**config.mk**
```make
export PLATFORM = sky130hd
export DESIGN_NAME = exe_stage_core_flat
export DESIGN_NICKNAME = d
export VERILOG_FILES = /design/src/rtl/exe_stage_core_if.sv /design/src/rtl/exe_stage_core.sv /design/src/flat_wrapper.sv
export SDC_FILE = /design/constraint.sdc
export NUM_CORES = 1
export LEC_CHECK = 0
export ABC_AREA = 1
export BUFFER_PORTS_ARGS = -buffer_cell sky130_fd_sc_hd__clkbuf_2
export CAP_MARGIN = 20
export CELL_PAD_IN_SITES_DETAIL_PLACEMENT = 0
export CELL_PAD_IN_SITES_GLOBAL_PLACEMENT = 1
export CORE_MARGIN = 8
export CORE_UTILIZATION = 42
export CTS_CLUSTER_SIZE = 40
export DETAILED_ROUTE_END_ITERATION = 12
export GPL_ROUTABILITY_DRIVEN = 0
export PLACE_DENSITY = 0.94
export SLEW_MARGIN = 10
export SYNTH_ARGS = -nofsm -noshare
export SYNTH_HDL_FRONTEND = slang
export SYNTH_SLANG_ARGS = --single-unit
```
**constraint.sdc**
```tcl
create_clock -name clk -period 5.82 [get_ports clk]
set_input_delay 0.873 -clock clk [delete_from_list [all_inputs] [get_ports clk]]
set_output_delay 0.873 -clock clk [all_outputs]
set_load 0.05 [all_outputs]
```
**src/rtl/exe_stage_core_if.sv**
```systemverilog
// ID/EX input bundle and EXE/MEM output bundle of the execute stage.
// master drives control/operands/forwarding and reads results; slave is the stage.
interface exe_stage_core_if;
    logic        freeze;
    logic        WB_EN_IN;
    logic        MEM_R_EN_IN;
    logic        MEM_W_EN_IN;
    logic        B_IN;
    logic        S_IN;
    logic [3:0]  EXE_CMD_IN;
    logic [31:0] PC_IN;
    logic [31:0] Val_Rn_IN;
    logic [31:0] Val_Rm_IN;
    logic        imm_IN;
    logic [11:0] Shift_operand_IN;
    logic [23:0] Signed_imm_24_IN;
    logic [3:0]  Dest_IN;
    logic [1:0]  sel_src1;
    logic [1:0]  sel_src2;
    logic [31:0] MEM_fwd;
    logic [31:0] WB_fwd;
    logic        Br_taken;
    logic [31:0] Br_addr;
    logic [3:0]  SR;
    logic        WB_EN;
    logic        MEM_R_EN;
    logic        MEM_W_EN;
    logic [31:0] ALU_Res;
    logic [31:0] Val_Rm;
    logic [3:0]  Dest;

    modport master (
        output freeze, WB_EN_IN, MEM_R_EN_IN, MEM_W_EN_IN, B_IN, S_IN,
        output EXE_CMD_IN, PC_IN, Val_Rn_IN, Val_Rm_IN, imm_IN,
        output Shift_operand_IN, Signed_imm_24_IN, Dest_IN,
        output sel_src1, sel_src2, MEM_fwd, WB_fwd,
        input  Br_taken, Br_addr, SR, WB_EN, MEM_R_EN, MEM_W_EN,
        input  ALU_Res, Val_Rm, Dest
    );

    modport slave (
        input  freeze, WB_EN_IN, MEM_R_EN_IN, MEM_W_EN_IN, B_IN, S_IN,
        input  EXE_CMD_IN, PC_IN, Val_Rn_IN, Val_Rm_IN, imm_IN,
        input  Shift_operand_IN, Signed_imm_24_IN, Dest_IN,
        input  sel_src1, sel_src2, MEM_fwd, WB_fwd,
        output Br_taken, Br_addr, SR, WB_EN, MEM_R_EN, MEM_W_EN,
        output ALU_Res, Val_Rm, Dest
    );
endinterface

```
**src/rtl/exe_stage_core.sv**
```systemverilog
// Execute stage: operand forwarding, Val2 shifter, ALU + NZCV, status register,
// branch target, EXE/MEM register. Ports: clk, rst (async, active-low), bus (slave).
// Macro EXE_FWD_EN enables the forwarding muxes on Rn/Rm.
module exe_stage_core (
    input  logic            clk,
    input  logic            rst,
    exe_stage_core_if.slave bus
);
    logic [31:0] rn;
    logic [31:0] rm;
    logic [31:0] val2;
    logic [31:0] res;
    logic [32:0] sum;
    logic        c_f;
    logic        v_f;
    logic [11:0] op;
    logic [63:0] rot_imm;
    logic [63:0] rot_rm;

    logic [3:0]  sr_q,  sr_d;
    logic        wb_q,  mr_q,  mw_q;
    logic [31:0] res_q, rm_q;
    logic [3:0]  dst_q;

`ifdef EXE_FWD_EN
    always_comb begin
        case (bus.sel_src1)
            2'b01:   rn = bus.MEM_fwd;
            2'b10:   rn = bus.WB_fwd;
            default: rn = bus.Val_Rn_IN;
        endcase
        case (bus.sel_src2)
            2'b01:   rm = bus.MEM_fwd;
            2'b10:   rm = bus.WB_fwd;
            default: rm = bus.Val_Rm_IN;
        endcase
    end
`else
    assign rn = bus.Val_Rn_IN;
    assign rm = bus.Val_Rm_IN;
    wire unused_fwd = ^{bus.sel_src1, bus.sel_src2, bus.MEM_fwd, bus.WB_fwd};
`endif

    assign op = bus.Shift_operand_IN;

    // Rotates done as a right shift of the value concatenated with itself.
    assign rot_imm = {24'd0, op[7:0], 24'd0, op[7:0]} >> {op[11:8], 1'b0};
    assign rot_rm  = {rm, rm} >> op[11:7];

    always_comb begin
        val2 = rm;
        if (bus.MEM_R_EN_IN || bus.MEM_W_EN_IN) begin
            val2 = {20'd0, op};
        end else if (bus.imm_IN) begin
            val2 = rot_imm[31:0];
        end else begin
            case (op[6:5])
                2'b00:   val2 = rm << op[11:7];
                2'b01:   val2 = rm >> op[11:7];
                2'b10:   val2 = $signed(rm) >>> op[11:7];
                default: val2 = rot_rm[31:0];
            endcase
        end
    end

    // Logic/move ops keep C and V; arithmetic recomputes them.
    always_comb begin
        sum = 33'd0;
        c_f = sr_q[1];
        v_f = sr_q[0];
        case (bus.EXE_CMD_IN)
            4'b0001: sum = {1'b0, val2};
            4'b1001: sum = {1'b0, ~val2};
            4'b0010, 4'b0011: begin
                sum = {1'b0, rn} + {1'b0, val2}
                    + {32'd0, bus.EXE_CMD_IN[0] & sr_q[1]};
                c_f = sum[32];
                v_f = (rn[31] == val2[31]) && (sum[31] != rn[31]);
            end
            4'b0100, 4'b0101: begin
                sum = {1'b0, rn} - {1'b0, val2}
                    - {32'd0, bus.EXE_CMD_IN[0] & ~sr_q[1]};
                c_f = ~sum[32];
                v_f = (rn[31] != val2[31]) && (sum[31] != rn[31]);
            end
            4'b0110: sum = {1'b0, rn & val2};
            4'b0111: sum = {1'b0, rn | val2};
            4'b1000: sum = {1'b0, rn ^ val2};
            default: sum = 33'd0;
        endcase
    end

    assign res  = sum[31:0];
    assign sr_d = {res[31], res == 32'd0, c_f, v_f};

    always_ff @(posedge clk or negedge rst) begin
        if (!rst) begin
            sr_q  <= 4'd0;
            wb_q  <= 1'b0;
            mr_q  <= 1'b0;
            mw_q  <= 1'b0;
            res_q <= 32'd0;
            rm_q  <= 32'd0;
            dst_q <= 4'd0;
        end else if (!bus.freeze) begin
            if (bus.S_IN) sr_q <= sr_d;
            wb_q  <= bus.WB_EN_IN;
            mr_q  <= bus.MEM_R_EN_IN;
            mw_q  <= bus.MEM_W_EN_IN;
            res_q <= res;
            rm_q  <= rm;
            dst_q <= bus.Dest_IN;
        end
    end

    assign bus.Br_taken = bus.B_IN;
    assign bus.Br_addr  = bus.PC_IN
                        + {{6{bus.Signed_imm_24_IN[23]}}, bus.Signed_imm_24_IN, 2'b00};
    assign bus.SR       = sr_q;
    assign bus.WB_EN    = wb_q;
    assign bus.MEM_R_EN = mr_q;
    assign bus.MEM_W_EN = mw_q;
    assign bus.ALU_Res  = res_q;
    assign bus.Val_Rm   = rm_q;
    assign bus.Dest     = dst_q;
endmodule

```
**src/flat_wrapper.sv**
```systemverilog
// flat-port wrapper written by rule: the top's interface ports become plain ports
module exe_stage_core_flat 
  (clk, rst, bus_freeze, bus_WB_EN_IN, bus_MEM_R_EN_IN, bus_MEM_W_EN_IN, bus_B_IN, bus_S_IN, bus_EXE_CMD_IN, bus_PC_IN, bus_Val_Rn_IN, bus_Val_Rm_IN, bus_imm_IN, bus_Shift_operand_IN, bus_Signed_imm_24_IN, bus_Dest_IN, bus_sel_src1, bus_sel_src2, bus_MEM_fwd, bus_WB_fwd, bus_Br_taken, bus_Br_addr, bus_SR, bus_WB_EN, bus_MEM_R_EN, bus_MEM_W_EN, bus_ALU_Res, bus_Val_Rm, bus_Dest);
  exe_stage_core_if bus_i ();
  input  logic clk;
  input  logic rst;
  input wire logic [$bits(bus_i.freeze)-1:0] bus_freeze;
  input wire logic [$bits(bus_i.WB_EN_IN)-1:0] bus_WB_EN_IN;
  input wire logic [$bits(bus_i.MEM_R_EN_IN)-1:0] bus_MEM_R_EN_IN;
  input wire logic [$bits(bus_i.MEM_W_EN_IN)-1:0] bus_MEM_W_EN_IN;
  input wire logic [$bits(bus_i.B_IN)-1:0] bus_B_IN;
  input wire logic [$bits(bus_i.S_IN)-1:0] bus_S_IN;
  input wire logic [$bits(bus_i.EXE_CMD_IN)-1:0] bus_EXE_CMD_IN;
  input wire logic [$bits(bus_i.PC_IN)-1:0] bus_PC_IN;
  input wire logic [$bits(bus_i.Val_Rn_IN)-1:0] bus_Val_Rn_IN;
  input wire logic [$bits(bus_i.Val_Rm_IN)-1:0] bus_Val_Rm_IN;
  input wire logic [$bits(bus_i.imm_IN)-1:0] bus_imm_IN;
  input wire logic [$bits(bus_i.Shift_operand_IN)-1:0] bus_Shift_operand_IN;
  input wire logic [$bits(bus_i.Signed_imm_24_IN)-1:0] bus_Signed_imm_24_IN;
  input wire logic [$bits(bus_i.Dest_IN)-1:0] bus_Dest_IN;
  input wire logic [$bits(bus_i.sel_src1)-1:0] bus_sel_src1;
  input wire logic [$bits(bus_i.sel_src2)-1:0] bus_sel_src2;
  input wire logic [$bits(bus_i.MEM_fwd)-1:0] bus_MEM_fwd;
  input wire logic [$bits(bus_i.WB_fwd)-1:0] bus_WB_fwd;
  output wire logic [$bits(bus_i.Br_taken)-1:0] bus_Br_taken;
  output wire logic [$bits(bus_i.Br_addr)-1:0] bus_Br_addr;
  output wire logic [$bits(bus_i.SR)-1:0] bus_SR;
  output wire logic [$bits(bus_i.WB_EN)-1:0] bus_WB_EN;
  output wire logic [$bits(bus_i.MEM_R_EN)-1:0] bus_MEM_R_EN;
  output wire logic [$bits(bus_i.MEM_W_EN)-1:0] bus_MEM_W_EN;
  output wire logic [$bits(bus_i.ALU_Res)-1:0] bus_ALU_Res;
  output wire logic [$bits(bus_i.Val_Rm)-1:0] bus_Val_Rm;
  output wire logic [$bits(bus_i.Dest)-1:0] bus_Dest;
  assign bus_i.freeze = bus_freeze;
  assign bus_i.WB_EN_IN = bus_WB_EN_IN;
  assign bus_i.MEM_R_EN_IN = bus_MEM_R_EN_IN;
  assign bus_i.MEM_W_EN_IN = bus_MEM_W_EN_IN;
  assign bus_i.B_IN = bus_B_IN;
  assign bus_i.S_IN = bus_S_IN;
  assign bus_i.EXE_CMD_IN = bus_EXE_CMD_IN;
  assign bus_i.PC_IN = bus_PC_IN;
  assign bus_i.Val_Rn_IN = bus_Val_Rn_IN;
  assign bus_i.Val_Rm_IN = bus_Val_Rm_IN;
  assign bus_i.imm_IN = bus_imm_IN;
  assign bus_i.Shift_operand_IN = bus_Shift_operand_IN;
  assign bus_i.Signed_imm_24_IN = bus_Signed_imm_24_IN;
  assign bus_i.Dest_IN = bus_Dest_IN;
  assign bus_i.sel_src1 = bus_sel_src1;
  assign bus_i.sel_src2 = bus_sel_src2;
  assign bus_i.MEM_fwd = bus_MEM_fwd;
  assign bus_i.WB_fwd = bus_WB_fwd;
  assign bus_Br_taken = bus_i.Br_taken;
  assign bus_Br_addr = bus_i.Br_addr;
  assign bus_SR = bus_i.SR;
  assign bus_WB_EN = bus_i.WB_EN;
  assign bus_MEM_R_EN = bus_i.MEM_R_EN;
  assign bus_MEM_W_EN = bus_i.MEM_W_EN;
  assign bus_ALU_Res = bus_i.ALU_Res;
  assign bus_Val_Rm = bus_i.Val_Rm;
  assign bus_Dest = bus_i.Dest;
  exe_stage_core u_core (.clk(clk), .rst(rst), .bus(bus_i));
endmodule
```
== Word-level counts from Yosys, hierarchy flattened ==
Index checks and enable logic that the tools add are counted.

* Word-level logic and storage cells: 58
* Register bits: 75

* Bitwise gates (word level): 9
* Add/sub/neg operators: 5
* Reduce and logical (&&, ||, !) cells: 10
* Equal/unequal tests: 15
* Shifts and indexed selects: 5
* Mux-type cells: 6

{| class="wikitable"
|+ Operators by type and width
! cell !! count
|-
| case mux 32 bit (7 select lines) || 1
|-
| case mux 32 bit (3 select lines) || 1
|-
| two-way mux 32 bit || 2
|-
| right shift 64 x 5 -> 32 bit || 1
|-
| right shift 40 x 5 -> 32 bit || 1
|-
| adder 32 x 32 -> 33 bit || 1
|-
| adder 33 x 1 -> 33 bit || 1
|-
| subtractor 32 x 32 -> 33 bit || 1
|-
| subtractor 33 x 1 -> 33 bit || 1
|-
| adder 32 bit || 1
|-
| bitwise AND 32 bit || 1
|-
| zero test 32 bit || 1
|-
| inverter 32 bit || 1
|-
| bitwise OR 32 bit || 1
|-
| left shift 32 x 5 -> 32 bit || 1
|-
| right shift 32 x 5 -> 32 bit || 1
|-
| >>> shifter 32 x 5 -> 32 bit || 1
|-
| bitwise XOR 32 bit || 1
|-
| equality test 4 x 3 -> 1 bit, second input constant || 4
|-
| equality test 4 x 2 -> 1 bit, second input constant || 2
|-
| equality test 4 bit, second input constant || 2
|-
| equality test 4 x 1 -> 1 bit, second input constant || 1
|-
| case mux 1 bit (2 select lines) || 2
|-
| OR reduction 2 bit || 2
|-
| 12 further kinds || 18
|}

== Depth between registers and ports, before layout ==
* Depth in word-level cells: 9
* Gate-level depth with buffers: 41
* Gate-level depth less buffers: 39

== Worst setup path after synthesis ==
OpenSTA, ideal clock, no wires.

* Path kind: in2reg
* From: input bus_Shift_operand_IN[8]
* To: register u_core.sr_q[2] (netlist: u_core.bus.SR[2])
* Path slack: 850 ps
* Arrival: 4894 ps
* Setup time: 76 ps
* Buffers on the path: 3
* Stages: 38
* Data required time: 5744 ps
* Cell sequence: inv_2 buf_6 buf_6 buf_6 nand2_1 o21ai_1 o21ai_1 o21ai_1 inv_1 nor2_1 nand2_2 nand2_2 xor2_1 inv_1 ha_1 inv_1 ha_1 inv_1 [2 not listed] nor2_1 o21ai_0 nand2_1 nand2_1 or2_2 nand3_1 nand2_1 nor3_1 nand3_1 nor2_1 nand3_1 nor2_1 nand3_1 nor2_1 nand2_1 nor2_1 nand3_1 o21ai_1

* Word-level cells in the longest chain between the ends: 8
* Elaborated cells on any way between the ends: 18
* Those cells by class: add/sub (4); shift (5); mux (4); bitwise (4); reduce/logical (1)

{| class="wikitable"
|+ RTL lines
! element !! line !! source
|-
| start: declaration || flat_wrapper.sv:18 || <nowiki>input wire logic [$bits(bus_i.Shift_operand_IN)-1:0] bus_Shift_operand_IN;</nowiki>
|-
| right shift 64 x 5 -> 32 bit, or another cell as far along || exe_stage_core.sv:48 || <nowiki>assign rot_rm = {rm, rm} >> op[11:7];</nowiki>
|-
| case mux 32 bit (3 select lines) || exe_stage_core.sv:57 || <nowiki>case (op[6:5])</nowiki>
|-
| two-way mux 32 bit || exe_stage_core.sv:54 || <nowiki>end else if (bus.imm_IN) begin</nowiki>
|-
| two-way mux 32 bit (*) || exe_stage_core.sv:52 || <nowiki>if (bus.MEM_R_EN_IN || bus.MEM_W_EN_IN) begin</nowiki>
|-
| subtractor 32 x 32 -> 33 bit / adder 32 x 32 -> 33 bit (equally long branches) || exe_stage_core.sv:81, exe_stage_core.sv:75 ||
|-
| subtractor 33 x 1 -> 33 bit / adder 33 x 1 -> 33 bit (equally long branches) || exe_stage_core.sv:82, exe_stage_core.sv:76 ||
|-
| case mux 32 bit (7 select lines) (*) || exe_stage_core.sv:71 || <nowiki>case (bus.EXE_CMD_IN)</nowiki>
|-
| zero test 32 bit (*) || exe_stage_core.sv:94 || <nowiki>assign sr_d = {res[31], res == 32'd0, c_f, v_f};</nowiki>
|-
| end signal: assignment || exe_stage_core.sv:106 || <nowiki>if (bus.S_IN) sr_q <= sr_d;</nowiki>
|-
| end: declaration || exe_stage_core.sv:20 || <nowiki>logic [3:0] sr_q, sr_d;</nowiki>
|}

Every way passes the cells marked *; elsewhere a longest branch is shown, timed or not.
A chain may end at the register's enable or synchronous reset.

== Worst setup path after layout ==
* From: input bus_Shift_operand_IN[7]
* To: register u_core.sr_q[2] (netlist: u_core.bus.SR[2])

The elaborated chain is that of the path after synthesis.

==> summary.md <==
| Metric | Value |
|---|---|
| Static leakage | `0.0100 uW` |
| Minimum clock period after layout | `5.50 ns` |
| Initial core utilization | `42.7%` |
| Grt ovf | `0` |
| Critical Path AT | `between 5 and 6 ns` |
| Die area | `43700 um2` |
| Async SR Flop Fraction | `100%` |
| Synthesized instance count | `2725` |
| Highest Signal Layer | `met4` |
| Top cell type by total area after synthesis | `nand2_1` |
| P per Cell Area | `187 nW/um2` |
| Post-place setup slack | `-0.171 ns` |
| Initial DRC count | `approximately 2300` |
| Clk sinks | `75` |
| Row cnt | `70` |
| Slew @ Worst Pin | `1.17 ns` |
| Startpoint Class | `input pin` |
| Main synth FF type | `dfrtp_1` |
| Vias after detailed routing | `20600` |
| Count of hold-fix buffers inserted at cts | `0` |
| Crit-path slowest cell | `fa_2` |
| Max Cap Viol | `0` |
| Area grow syn2layout | `18.1%` |
| Largest fanout on the critical path | `20` |
| Synthesized area | `15600 um2` |
| Met3 wire length | `7250 um` |
| Io pins | `325` |
| Largest net degree at the start of global routing | `62` |
| Final ANT Viol Nets | `0` |
| Setup violators final | `0` |
| GRT Resource Usage Total | `between 20% and 30%` |
| Syn Nets | `3097` |
| NetSw | `roughly 1900 uW` |
| Dpl cells | `roughly 3500` |
| Syn_area_per_cell | `5.74 um2` |
| Initial antenna violation count | `2` |
| Most common cell after layout, fill and taps aside | `nand2_1` |
| Nets | `approximately 3400` |
| Run status | `complete, no violations` |
| Most Frequent Cell on Critical Path | `nand3_1` |
| Die width | `209 um` |
| Clk_lat worst skew | `0.38 ns` |
| Utilization after layout | `50.4%` |
| Port Buf Inserts | `250` |
| Wl on met1 | `27100 um` |
| Max-slew headroom | `21.9%` |
| Vias in the first global route | `19500` |
| Die Height | `209 um` |
| Unrepaired setup endpoints after global routing | `false` |
| Routed vias/inst | `5.88` |
| CTS H-tree lvls | `3` |
| Req. time, crit path | `just over 6 ns` |
| Int Power | `1570 uW` |
| Fin Clk Skew | `0.0133 ns` |
| Logic pwr share | `65.0%` |
| Clk root buf | `clkbuf_16` |
| Synth unique cells | `59` |
| Drt total wl | `67900 um` |
| DRC | `0` |
| Global-route wire length before repair | `105000 um` |
| Final Hold Vio Count | `0` |
| Final cell count without fillers | `between 3000 and 4000` |
| Critical Path Sink Type | `register` |
| Core area | `36600 um2` |
| Total power | `3460 uW` |
| Most frequent cells in the layout | `nand2_1 (827), nand3_1 (401), inv_1 (256)` |
| CTS Buf Count | `9` |
| Min Hold Slack | `roughly 0.45 ns` |
| CTS tree | `yes` |
| Post-DP HPWL | `55200 um` |
| Critical Path Max Stage Delay | `0.42 ns` |
| Slew Viols, Final | `0` |
| Routed wire per std cell | `19.4 um` |
| Synth warn | `0` |
| FF+latch count, synth | `75` |
| Peak supply drop | `between 200 and 250 uV` |
| Max Fclk | `~0.18 GHz` |
| WL met2 | `30000 um` |
| Switch share | `a little over half` |
| Clock power frac | `16.9%` |
| Sequential share of the synthesized area | `12.0%` |
| HP Class | `input pin to asynchronous set/reset pin` |
| Worst setup margin | `0.321 ns` |
| Synth top area share | `between 15 and 20%` |
| Worst setup path class | `input pin to register` |
| Sequential share of power | `a little under a fifth` |
| Layout cells sized above 1 | `18.1%` |
| Maximum clock insertion buffer count | `2` |
| Synth area leaders | `nand2_1 (20%), nand3_1 (13%), ha_1 (12%)` |
| DR pass1 iterations | `7` |
| Worst-path clk slew | `0.07 ns` |
| Fill cell count | `between 3000 and 4000` |
| Number of synthesized flops with an enable pin | `0` |
| Fin crit share | `94.5%` |
-- cells in the mapped netlist (4+ instances only) --
master and instances:
o2111ai_1 11, nor2_1 201, o211ai_1 24, nand4_1 25
o21bai_1 6, a211oi_1 7, a31oi_1 23, a221oi_1 28
xnor2_1 10, o21ai_1 46, nand3_1 401, or2_2 5
inv_1 256, nor2_2 10, nor4_1 6, ha_1 151
buf_4 9, and2_1 8, nand2_1 829, o21a_1 6
buf_6 18, o21ai_0 112, xor2_1 30, inv_2 15
buf_1 6, a21boi_1 4, clkbuf_1 45, o22ai_1 19
buf_2 39, a21o_1 5, dfrtp_1 75, nor3_1 26
fa_1 4, nand2_2 39, nand3_2 22, a21oi_1 165
-- sequential cells by signal, summed over array words and instances, names as in the netlist --
name,flops
u_core.bus.MEM_R_EN,1
u_core.bus.MEM_W_EN,1
u_core.bus.Val_Rm,32
u_core.bus.WB_EN,1
u_core.bus.Dest,4
u_core.bus.SR,4
u_core.bus.ALU_Res,32
-- cells by family after synthesis --
group / Yosys count / share of synthesized area, %
and+or+nand+nor: 1584 / 44.2
AOI/OAI and AO/OA: 474 / 17.7
buffers and inverters: 394 / 11.0
adders and majority gates: 155 / 12.6
DFF: 75 / 12.0
xor gates and xnor gates: 40 / 2.24
muxes: 3 / 0.192
-- area by class of cell --
class | count | area (um2) | share of cell area (%)
multi-input combinational | 2256 | 12100 | 65.5
inverter | 275 | 1040 | 5.64
clock buffer | 9 | 225 | 1.22
clock inverter | 7 | 70.1 | 0.379
antenna | 2 | 5.00 | 0.0271
tap | 468 | 586 | 3.17
timing repair buffer | 413 | 2570 | 13.9
sequential | 75 | 1880 | 10.2
-- power groups by stage --
stage,sequential (uW),combinational [uW],clock [uW]
after CTS,624,2200,599
after global routing,631,2440,617
final,625,2250,585
after global placement,631,2160,0
after detailed placement,634,2190,0
after floorplan,847,1280,0
-- worst max-delay path: cells and delay by family --
family	cells	cell delay (ns)
AND/OR/NAND/NOR	26	3.07
adder cells (fa/ha/maj)	3	0.89
buffers and inverters	5	0.52
AO/OA/AOI/OAI	3	0.27
XOR/XNOR	1	0.15
-- metrics by stage --
stage / setup TNS [ns] / area [um2]
2_1_floorplan: 0 / 15600
3_3_place_gp: -0.139 / 18100
3_5_place_dp: -0.171 / 18100
6_report: 0 / 18500
4_1_cts: 0 / 18400
5_1_grt: 0 / 18500
-- metal layers --
metal,vias to the layer above,global-route usage (%)
met3,240,6.94
met4,0,15.9
li1,9739,-
met2,1224,47.6
met1,9393,36.7
met5,-,0
-- path summary, 6_finish.rpt --
check | startpoint | end | slack [ns] | cells past startpoint
min reg2reg | u_core.bus.Val_Rm[13] | u_core.bus.Val_Rm[13] | 0.48 | 2
min | rst | u_core.bus.ALU_Res[19] | 0.45 | 1
max reg2reg | u_core.bus.SR[1] | u_core.bus.SR[2] | 1.35 | 27
max in group asynchronous | rst | u_core.bus.Val_Rm[22] | 4.36 | 2
min in group clk | u_core.bus.Val_Rm[13] | u_core.bus.Val_Rm[13] | 0.48 | 2
max | bus_Shift_operand_IN[7] | u_core.bus.SR[2] | 0.32 | 38
-- what timing repair did --
action	CTS	global route
setup buffers	0	0
gates resized for setup	0	26
setup endpoints to repair	0	4
Power figures use the tool's default switching activity.
